===== config.mk =====
export PLATFORM = sky130hd
export DESIGN_NAME = shared_ram_arb
export DESIGN_NICKNAME = d
export VERILOG_FILES = /design/src/rtl/shared_ram_arb_pkg.sv /design/src/rtl/arb_select.sv /design/src/rtl/shared_ram_arb.sv
export SDC_FILE = /design/constraint.sdc
export NUM_CORES = 1
export LEC_CHECK = 0
export ABC_AREA = 1
export BUFFER_PORTS_ARGS = -buffer_cell sky130_fd_sc_hd__buf_4
export CORE_ASPECT_RATIO = 0.5
export CORE_MARGIN = 5
export CORE_UTILIZATION = 35
export CTS_CLUSTER_DIAMETER = 150
export DETAILED_ROUTE_END_ITERATION = 8
export GPL_TIMING_DRIVEN = 0
export PLACE_DENSITY_LB_ADDON = 0.08
export SLEW_MARGIN = 20
export SYNTH_ARGS = -nofsm -noshare
export SYNTH_HDL_FRONTEND = slang
export SYNTH_SLANG_ARGS = --single-unit

===== constraint.sdc =====
create_clock -name clk -period 3.29 [get_ports clk]
set_input_delay 0.1645 -clock clk [delete_from_list [all_inputs] [get_ports clk]]
set_output_delay 0.1645 -clock clk [all_outputs]
set_load 0.01 [all_outputs]

===== src/rtl/shared_ram_arb_pkg.sv =====
// Shared constants and helpers for the shared-RAM arbiter.
package shared_ram_arb_pkg;

  localparam int MODE_FIXED = 0;
  localparam int MODE_RR    = 1;

  // Ceiling log2; clog2(1) = 0.
  function automatic int clog2(input int v);
    int r;
    int x;
    r = 0;
    x = v - 1;
    while (x > 0) begin
      r++;
      x = x >> 1;
    end
    return r;
  endfunction

endpackage


===== src/rtl/arb_select.sv =====
// Combinational one-hot grant picker: fixed priority with forced override, or round-robin from ptr.
// Zero latency; no state.
module arb_select #(
  parameter int NPORTS = 2,
  parameter int PW     = 1
) (
  input  logic [NPORTS-1:0] req,
  input  logic              mode,
  input  logic [PW-1:0]     ptr,
  input  logic [NPORTS-1:0] forced,
  output logic [NPORTS-1:0] gnt
);

  int idx;

  // Scans run from the far end so the last hit, i.e. the highest-priority one, wins.
  always_comb begin
    gnt = '0;
    idx = 0;
    if (mode) begin
      for (int i = NPORTS - 1; i >= 0; i--) begin
        idx = (int'(ptr) + i) % NPORTS;
        if (req[idx]) gnt = NPORTS'(1) << idx;
      end
    end else if (|forced) begin
      for (int i = NPORTS - 1; i >= 0; i--) begin
        if (forced[i]) gnt = NPORTS'(1) << i;
      end
    end else begin
      for (int i = NPORTS - 1; i >= 0; i--) begin
        if (req[i]) gnt = NPORTS'(1) << i;
      end
    end
  end

endmodule


===== src/rtl/shared_ram_arb.sv =====
// N-port arbiter in front of one single-port synchronous RAM with byte-lane steering for 8-bit masters.
// Grant and RAM access are same-cycle; read data returns exactly one cycle later and never stalls.
module shared_ram_arb
  import shared_ram_arb_pkg::*;
#(
  parameter int          NPORTS     = 2,
  parameter int          AW         = 10,
  parameter int          DW         = 32,
  parameter int          MODE       = MODE_FIXED,
  parameter int          MAX_WAIT   = 15,
  parameter int unsigned BYTE_PORTS = 'b01,
  localparam int         NB         = DW / 8,
  localparam int         LB         = clog2(NB),
  localparam int         RAW        = AW - LB
) (
  input  logic                 clk,
  input  logic                 rst,
  input  logic [NPORTS-1:0]    i_req,
  input  logic [NPORTS-1:0]    i_we,
  input  logic [NPORTS*AW-1:0] i_addr,
  input  logic [NPORTS*DW-1:0] i_wdata,
  input  logic [NPORTS*NB-1:0] i_wstrb,
  output logic [NPORTS-1:0]    o_gnt,
  output logic [NPORTS-1:0]    o_rvalid,
  output logic [DW-1:0]        o_rdata,
  output logic                 o_ram_ce,
  output logic [RAW-1:0]       o_ram_addr,
  output logic [DW-1:0]        o_ram_wdata,
  output logic [NB-1:0]        o_ram_we,
  input  logic [DW-1:0]        i_ram_rdata
);

  localparam int          PW = (NPORTS > 1) ? clog2(NPORTS) : 1;
  localparam int          CW = (MAX_WAIT > 0) ? clog2(MAX_WAIT + 1) : 1;
  localparam int          LW = (LB > 0) ? LB : 1;
  localparam logic [31:0] BP = 32'(BYTE_PORTS);

  if (NPORTS < 1 || DW % 8 != 0) begin : g_bad_cfg
    $fatal(1, "shared_ram_arb: NPORTS must be >= 1 and DW a multiple of 8");
  end

  logic [RAW-1:0]    p_waddr [NPORTS];
  logic [LW-1:0]     p_lane  [NPORTS];
  logic [DW-1:0]     p_wdata [NPORTS];
  logic [NB-1:0]     p_we    [NPORTS];
  logic [CW-1:0]     wait_cnt[NPORTS];
  logic [NPORTS-1:0] forced;
  logic [NPORTS-1:0] gnt;
  logic [PW-1:0]     rr_ptr;
  logic [PW-1:0]     gnt_idx;
  logic [LW-1:0]     gnt_lane;
  logic              gnt_rd;
  logic              gnt_byte;
  logic              rd_pend;
  logic              tag_byte;
  logic [PW-1:0]     tag_port;
  logic [LW-1:0]     tag_lane;
  logic              unused_ok;

  // Byte ports ignore their strobes and upper write-data bits.
  assign unused_ok = ^{i_wstrb, i_wdata};

  for (genvar p = 0; p < NPORTS; p++) begin : g_port
    logic [AW-1:0] addr;
    assign addr       = i_addr[p*AW +: AW];
    assign p_waddr[p] = addr[AW-1:LB];
    if (LB > 0) begin : g_lane
      assign p_lane[p] = addr[LW-1:0];
    end else begin : g_nolane
      assign p_lane[p] = '0;
    end
    if (BP[p]) begin : g_byte
      assign p_wdata[p] = {NB{i_wdata[p*DW +: 8]}};
      assign p_we[p]    = i_we[p] ? (NB'(1) << p_lane[p]) : '0;
    end else begin : g_word
      assign p_wdata[p] = i_wdata[p*DW +: DW];
      assign p_we[p]    = i_wstrb[p*NB +: NB] & {NB{i_we[p]}};
    end
    assign forced[p] = (MODE == MODE_FIXED) && (MAX_WAIT > 0) && i_req[p]
                       && (wait_cnt[p] == CW'(MAX_WAIT));
  end

  arb_select #(.NPORTS(NPORTS), .PW(PW)) u_sel (
    .req   (i_req),
    .mode  (MODE == MODE_RR),
    .ptr   (rr_ptr),
    .forced(forced),
    .gnt   (gnt)
  );

  assign o_gnt = gnt;

  always_comb begin
    o_ram_ce    = |gnt;
    o_ram_addr  = '0;
    o_ram_wdata = '0;
    o_ram_we    = '0;
    gnt_idx     = '0;
    gnt_lane    = '0;
    gnt_rd      = 1'b0;
    gnt_byte    = 1'b0;
    for (int p = 0; p < NPORTS; p++) begin
      if (gnt[p]) begin
        o_ram_addr  = p_waddr[p];
        o_ram_wdata = p_wdata[p];
        o_ram_we    = p_we[p];
        gnt_idx     = PW'(p);
        gnt_lane    = p_lane[p];
        gnt_rd      = !i_we[p];
        gnt_byte    = BP[p];
      end
    end
  end

  always_ff @(posedge clk) begin
    if (rst) begin
      rr_ptr   <= '0;
      rd_pend  <= 1'b0;
      tag_port <= '0;
      tag_lane <= '0;
      tag_byte <= 1'b0;
      for (int p = 0; p < NPORTS; p++) wait_cnt[p] <= '0;
    end else begin
      if (|gnt) rr_ptr <= (gnt_idx == PW'(NPORTS - 1)) ? '0 : gnt_idx + 1'b1;
      rd_pend <= gnt_rd;
      if (gnt_rd) begin
        tag_port <= gnt_idx;
        tag_lane <= gnt_lane;
        tag_byte <= gnt_byte;
      end
      // Saturating refusal count; the escape fires once it reaches MAX_WAIT.
      for (int p = 0; p < NPORTS; p++) begin
        if (!i_req[p] || gnt[p]) begin
          wait_cnt[p] <= '0;
        end else if (MODE == MODE_FIXED && wait_cnt[p] != CW'(MAX_WAIT)) begin
          wait_cnt[p] <= wait_cnt[p] + 1'b1;
        end
      end
    end
  end

  // Read data comes straight off the RAM's output register, steered by the stored tag.
  always_comb begin
    o_rvalid = '0;
    o_rdata  = '0;
    if (rd_pend && !rst) begin
      o_rvalid[tag_port] = 1'b1;
      o_rdata = tag_byte ? DW'(i_ram_rdata[{tag_lane, 3'b000} +: 8]) : i_ram_rdata;
    end
  end

endmodule

-- Word-level counts from Yosys, hierarchy flattened
Memory sizes are Yosys's and may differ from the RTL's.
Cells that the tools add are included.
- input bits: 130
- bits in registers: 5
- memories: 1
- memory bits (writable): 8
- output and inout port bits: 81
- logic and storage cells: 77
- order comparisons: 2
- equal/unequal tests: 4
- bitwise operators: 5
- shift-type cells: 2
- multiplexer cells: 44
- add/sub/neg operators: 2
- reductions and logical operators: 13
- memories (memory ; depth ; width ; rd ports ; clocked after Yosys merged registers in ; write ports ; line ; text):
    wait_cnt ; 2 ; 4 ; 2 ; 0 ; 2 ; shared_ram_arb.sv:46 ; logic [CW-1:0] wait_cnt[NPORTS];
- operators with widths (kind ; count):
    32-bit 2-to-1 mux ; 4
    32-bit by 6-bit variable part select with 8-bit output ; 1
    4-bit 2-to-1 mux ; 7
    1-bit 2-to-1 mux ; 22
    2-bit 2-to-1 mux ; 8
    8-bit 2-to-1 mux ; 2
    4-bit by 1-bit adder with 4-bit output (second input constant) ; 2
    4-bit equality test (second input constant) ; 2
    4-bit != test (second input constant) ; 2
    1-bit logical NOT ; 5
    4-bit bitwise AND ; 1
    1-bit logical AND ; 4
    1-bit bitwise OR ; 4
    2-bit OR reduction ; 2
    1-bit by 2-bit left shift with 4-bit output (first input constant) ; 1
    1-bit logical OR ; 2
    1-bit by 2-bit less-than comparator with 1-bit output (second input constant) ; 1
    1-bit demux with 1-bit select ; 1
    1-bit greater-or-equal comparator (second input constant) ; 1

-- Logic depth before layout (Yosys ltp)
An unclocked memory read counts as a cell.
- depth in word-level cells: 12
- mapped depth: 10
- gate-level depth less buffers: 10

-- Cells and area by module
From an unflattened synthesis, not the netlist that was laid out.
- cells, all modules: 339
- area, all modules: 1762.9 sq um
- by module, submodules not included (module ; area each (sq um) ; seq. area each (sq um) ; instances ; cells each):
    shared_ram_arb ; 1700.4 ; 360.3 ; 1 ; 323
    arb_select ; 62.6 ; 0.0 ; 1 ; 16

-- Worst setup path before layout
Ideal clock, no wire load.
- path type: flip-flop to output port
- start point: memory wait_cnt[1][0] in the netlist's numbering
- end point: output o_ram_we[0]
- required time: 3.125 ns
- cell stages (with the launch flop): 8
- arrival time: 1.380 ns
- path slack: 1.746 ns
- cells stage by stage: edfxtp_1 -> ha_1 -> nand2_2 -> nor2_4 -> nand3_4 -> nand2_2 -> or2_0 -> o21ai_0
- RTL lines (what ; line ; text):
    start: declaration ; shared_ram_arb.sv:46 ;
    end: declaration ; shared_ram_arb.sv:29 ; output logic [NB-1:0] o_ram_we,

==> out/metrics.cfg <==
[power]
power.density_mw_per_mm2=217
p_total_mw=0.673
ir_worst_vdd_mv=0.326
p_leak_nw=1.82

[clock_tree]
ctsResizeCount=0
cts_buffer_depth=2
cts.clk_slew.worst_paths_ns=0.06
cts_setup_buffers=0
postCtsHoldBufs=0
clk_latency_ns=0.25
cts_inserted_buffers=3
cts_max_level=1
cts_sinks=13
root_buffer=clkbuf_8
cts_tree=yes

[drt]
drt_wl_total_um=7850
drc=0
ant_nets=0
wire_per_inst_um=14.7
via_count=2577
via_per_inst=4.83
drtIter0Drc=173
drt_first_pass_iters=4

[global_routing]
grt_pass1_wl_um=11800
grt_usage=0.237
antenna_found_initial=0
first_global_vias=2389
grt_max_degree=11
grt_overflow=0

[outcome]
outcome=finished clean

[finish]
final_util=0.703
area_delta_synth_final_pct=93.3
layout.nets=610
final_cell_mix=buf_4, nand2_1, nor2_1
final_common_cell=buf_4
final_area_mm2=0.00310
layout-drive-gt1-share=0.428
antennaDiodeCount=0

[die]
die_x_um=106
ios=211
core.rowCount=17
core_mm2=0.00440
die_y_um=57.8
dieArea_mm2=0.00611
start_util=0.364

[place]
routabilityCongestion=0.850
numPortBuffers=182
hpwl_um=6810
dpl-instance-area_mm2=0.00305

[job]
cap_violations=0

[logic_synthesis]
synth.avg_cell_area_um2=5.56
syn_inst=288
yosys_register_bits=13
syn_area_mm2=0.00160
synth.distinct_cells=26
yosys_warnings=0
seq_area_frac_synth=0.212

[setup_path]
crit_arrival_ns=1.88
path_class=reg -> out
crit_fanout=10
r2r-end=tag_lane[0]
reg2reg_depth=9
reg2reg_from=wait_cnt[0][0]
crit_required_ns=3.13
worstSetupStartpointType=flip-flop
cp-end-kind=output port
r2r_setup_slack_ns=1.76

[sta]
final.setup_skew_ns=0.00596
period_share=0.621
setup_viol=0
hold_ws_ns=0.0998
max_slew_margin=0.627
setup_tns_ns=0
grt_setup_unrepaired=no
period_needed_ns=2.04
maxSlewViolCount=0
finalHoldViolations=0
max_freq_ghz=0.490
worst_slew_pin_slew_ns=0.560

[worst_hold_path]
min_path_cells=2
min_from=rst
whs_endpoint=rd_pend
hold_path.class=in -> reg

## metal layers
| metal | vias up | routed length, um | track usage |
|---|---|---|---|
| met5 | - | 0 | 0 |
| met4 | 0 | 162 | 0.0720 |
| met3 | 16 | 496 | 0.0300 |
| met2 | 98 | 4140 | 0.466 |
| met1 | 1168 | 3060 | 0.273 |
| li1 | 1295 | - | - |
## worst max-delay path: stages (launching register included)
cell,delay (ns)
edfxtp_1,0.41
ha_1,0.25
nand3_1,0.13
nand3_4,0.12
nand2_2,0.10
buf_2,0.22
nand3_1,0.10
o21ai_0,0.12
buf_4,0.17
## power by group
part	switching, mW	internal (mW)
clock	0.0575	0.0855
combinational	0.162	0.183
sequential	0.00496	0.180
total	0.225	0.448
## flip-flops by register name, indices dropped and copies added, names as in the netlist
signal	flops
tag_lane	2
wait_cnt	8
tag_byte	1
tag_port	1
rd_pend	1
## metrics by stage
stage / instances / setup WS (ns)
final: 534 / 1.25
after global routing: 534 / 1.12
after CTS: 534 / 1.24
after detailed placement: 530 / 1.51
after global placement: 530 / 1.57
after floorplan: 291 / 1.75
## area by class of cell
cell class                 instances  area (um2)
timing repair buffer             182        1370
tap                               57        71.3
buffer                            14         100
inverter                          22        82.6
clock buffer                       4        45.0
sequential                        13         340
multi-input combinational        242        1090
fill                             391        1310
## Yosys cell counts
cell / instances / area share
nand3_4: 1 / 0.011
inv_1: 20 / 0.047
nor3_1: 2 / 0.0063
buf_1: 1 / 0.0023
nor2_1: 39 / 0.091
ha_1: 2 / 0.016
a22o_1: 8 / 0.044
o211ai_1: 3 / 0.014
nand3_1: 19 / 0.059
nor3b_1: 1 / 0.0047
inv_2: 2 / 0.0047
buf_2: 5 / 0.016
or2_0: 1 / 0.0039
buf_4: 1 / 0.0047
a21oi_1: 11 / 0.034
o21ai_0: 20 / 0.063
nand2_2: 3 / 0.012
nand2_1: 124 / 0.29
dfxtp_1: 5 / 0.063
nor2_4: 1 / 0.0070
buf_6: 5 / 0.035
or2_2: 1 / 0.0039
xor2_1: 2 / 0.011
edfxtp_1: 8 / 0.15
conb_1: 1 / 0.0023
clkbuf_1: 2 / 0.0047
## how the worst max path moves through the flow
stage,start,to,slack (ns),depth (start not counted)
floorplan,wait_cnt[1][0],o_ram_we[0],1.75,7
global route,wait_cnt[0][0],o_ram_we[2],1.12,8
CTS,wait_cnt[0][0],o_ram_we[2],1.24,8
global placement,wait_cnt[0][0],o_ram_wdata[18],1.57,9
finish,wait_cnt[0][0],o_ram_we[1],1.25,8
detailed placement,wait_cnt[0][0],o_ram_we[2],1.51,8
## logic make-up (layout without fill, tap and decap cells)
| group | count (synthesis) | in the layout | synth area share |
|---|---|---|---|
| AO/OA/AOI/OAI | 42 | 42 | 0.155 |
| flip-flops | 13 | 13 | 0.213 |
| adder cells (fa/ha/maj) | 2 | 2 | 0.0156 |
| AND/OR/NAND/NOR | 192 | 192 | 0.490 |
| XOR/XNOR | 2 | 2 | 0.0109 |
| buffers and inverters | 36 | 222 | 0.114 |
| other | 1 | 4 | 0.00234 |
(Power assumes the default switching activity.)
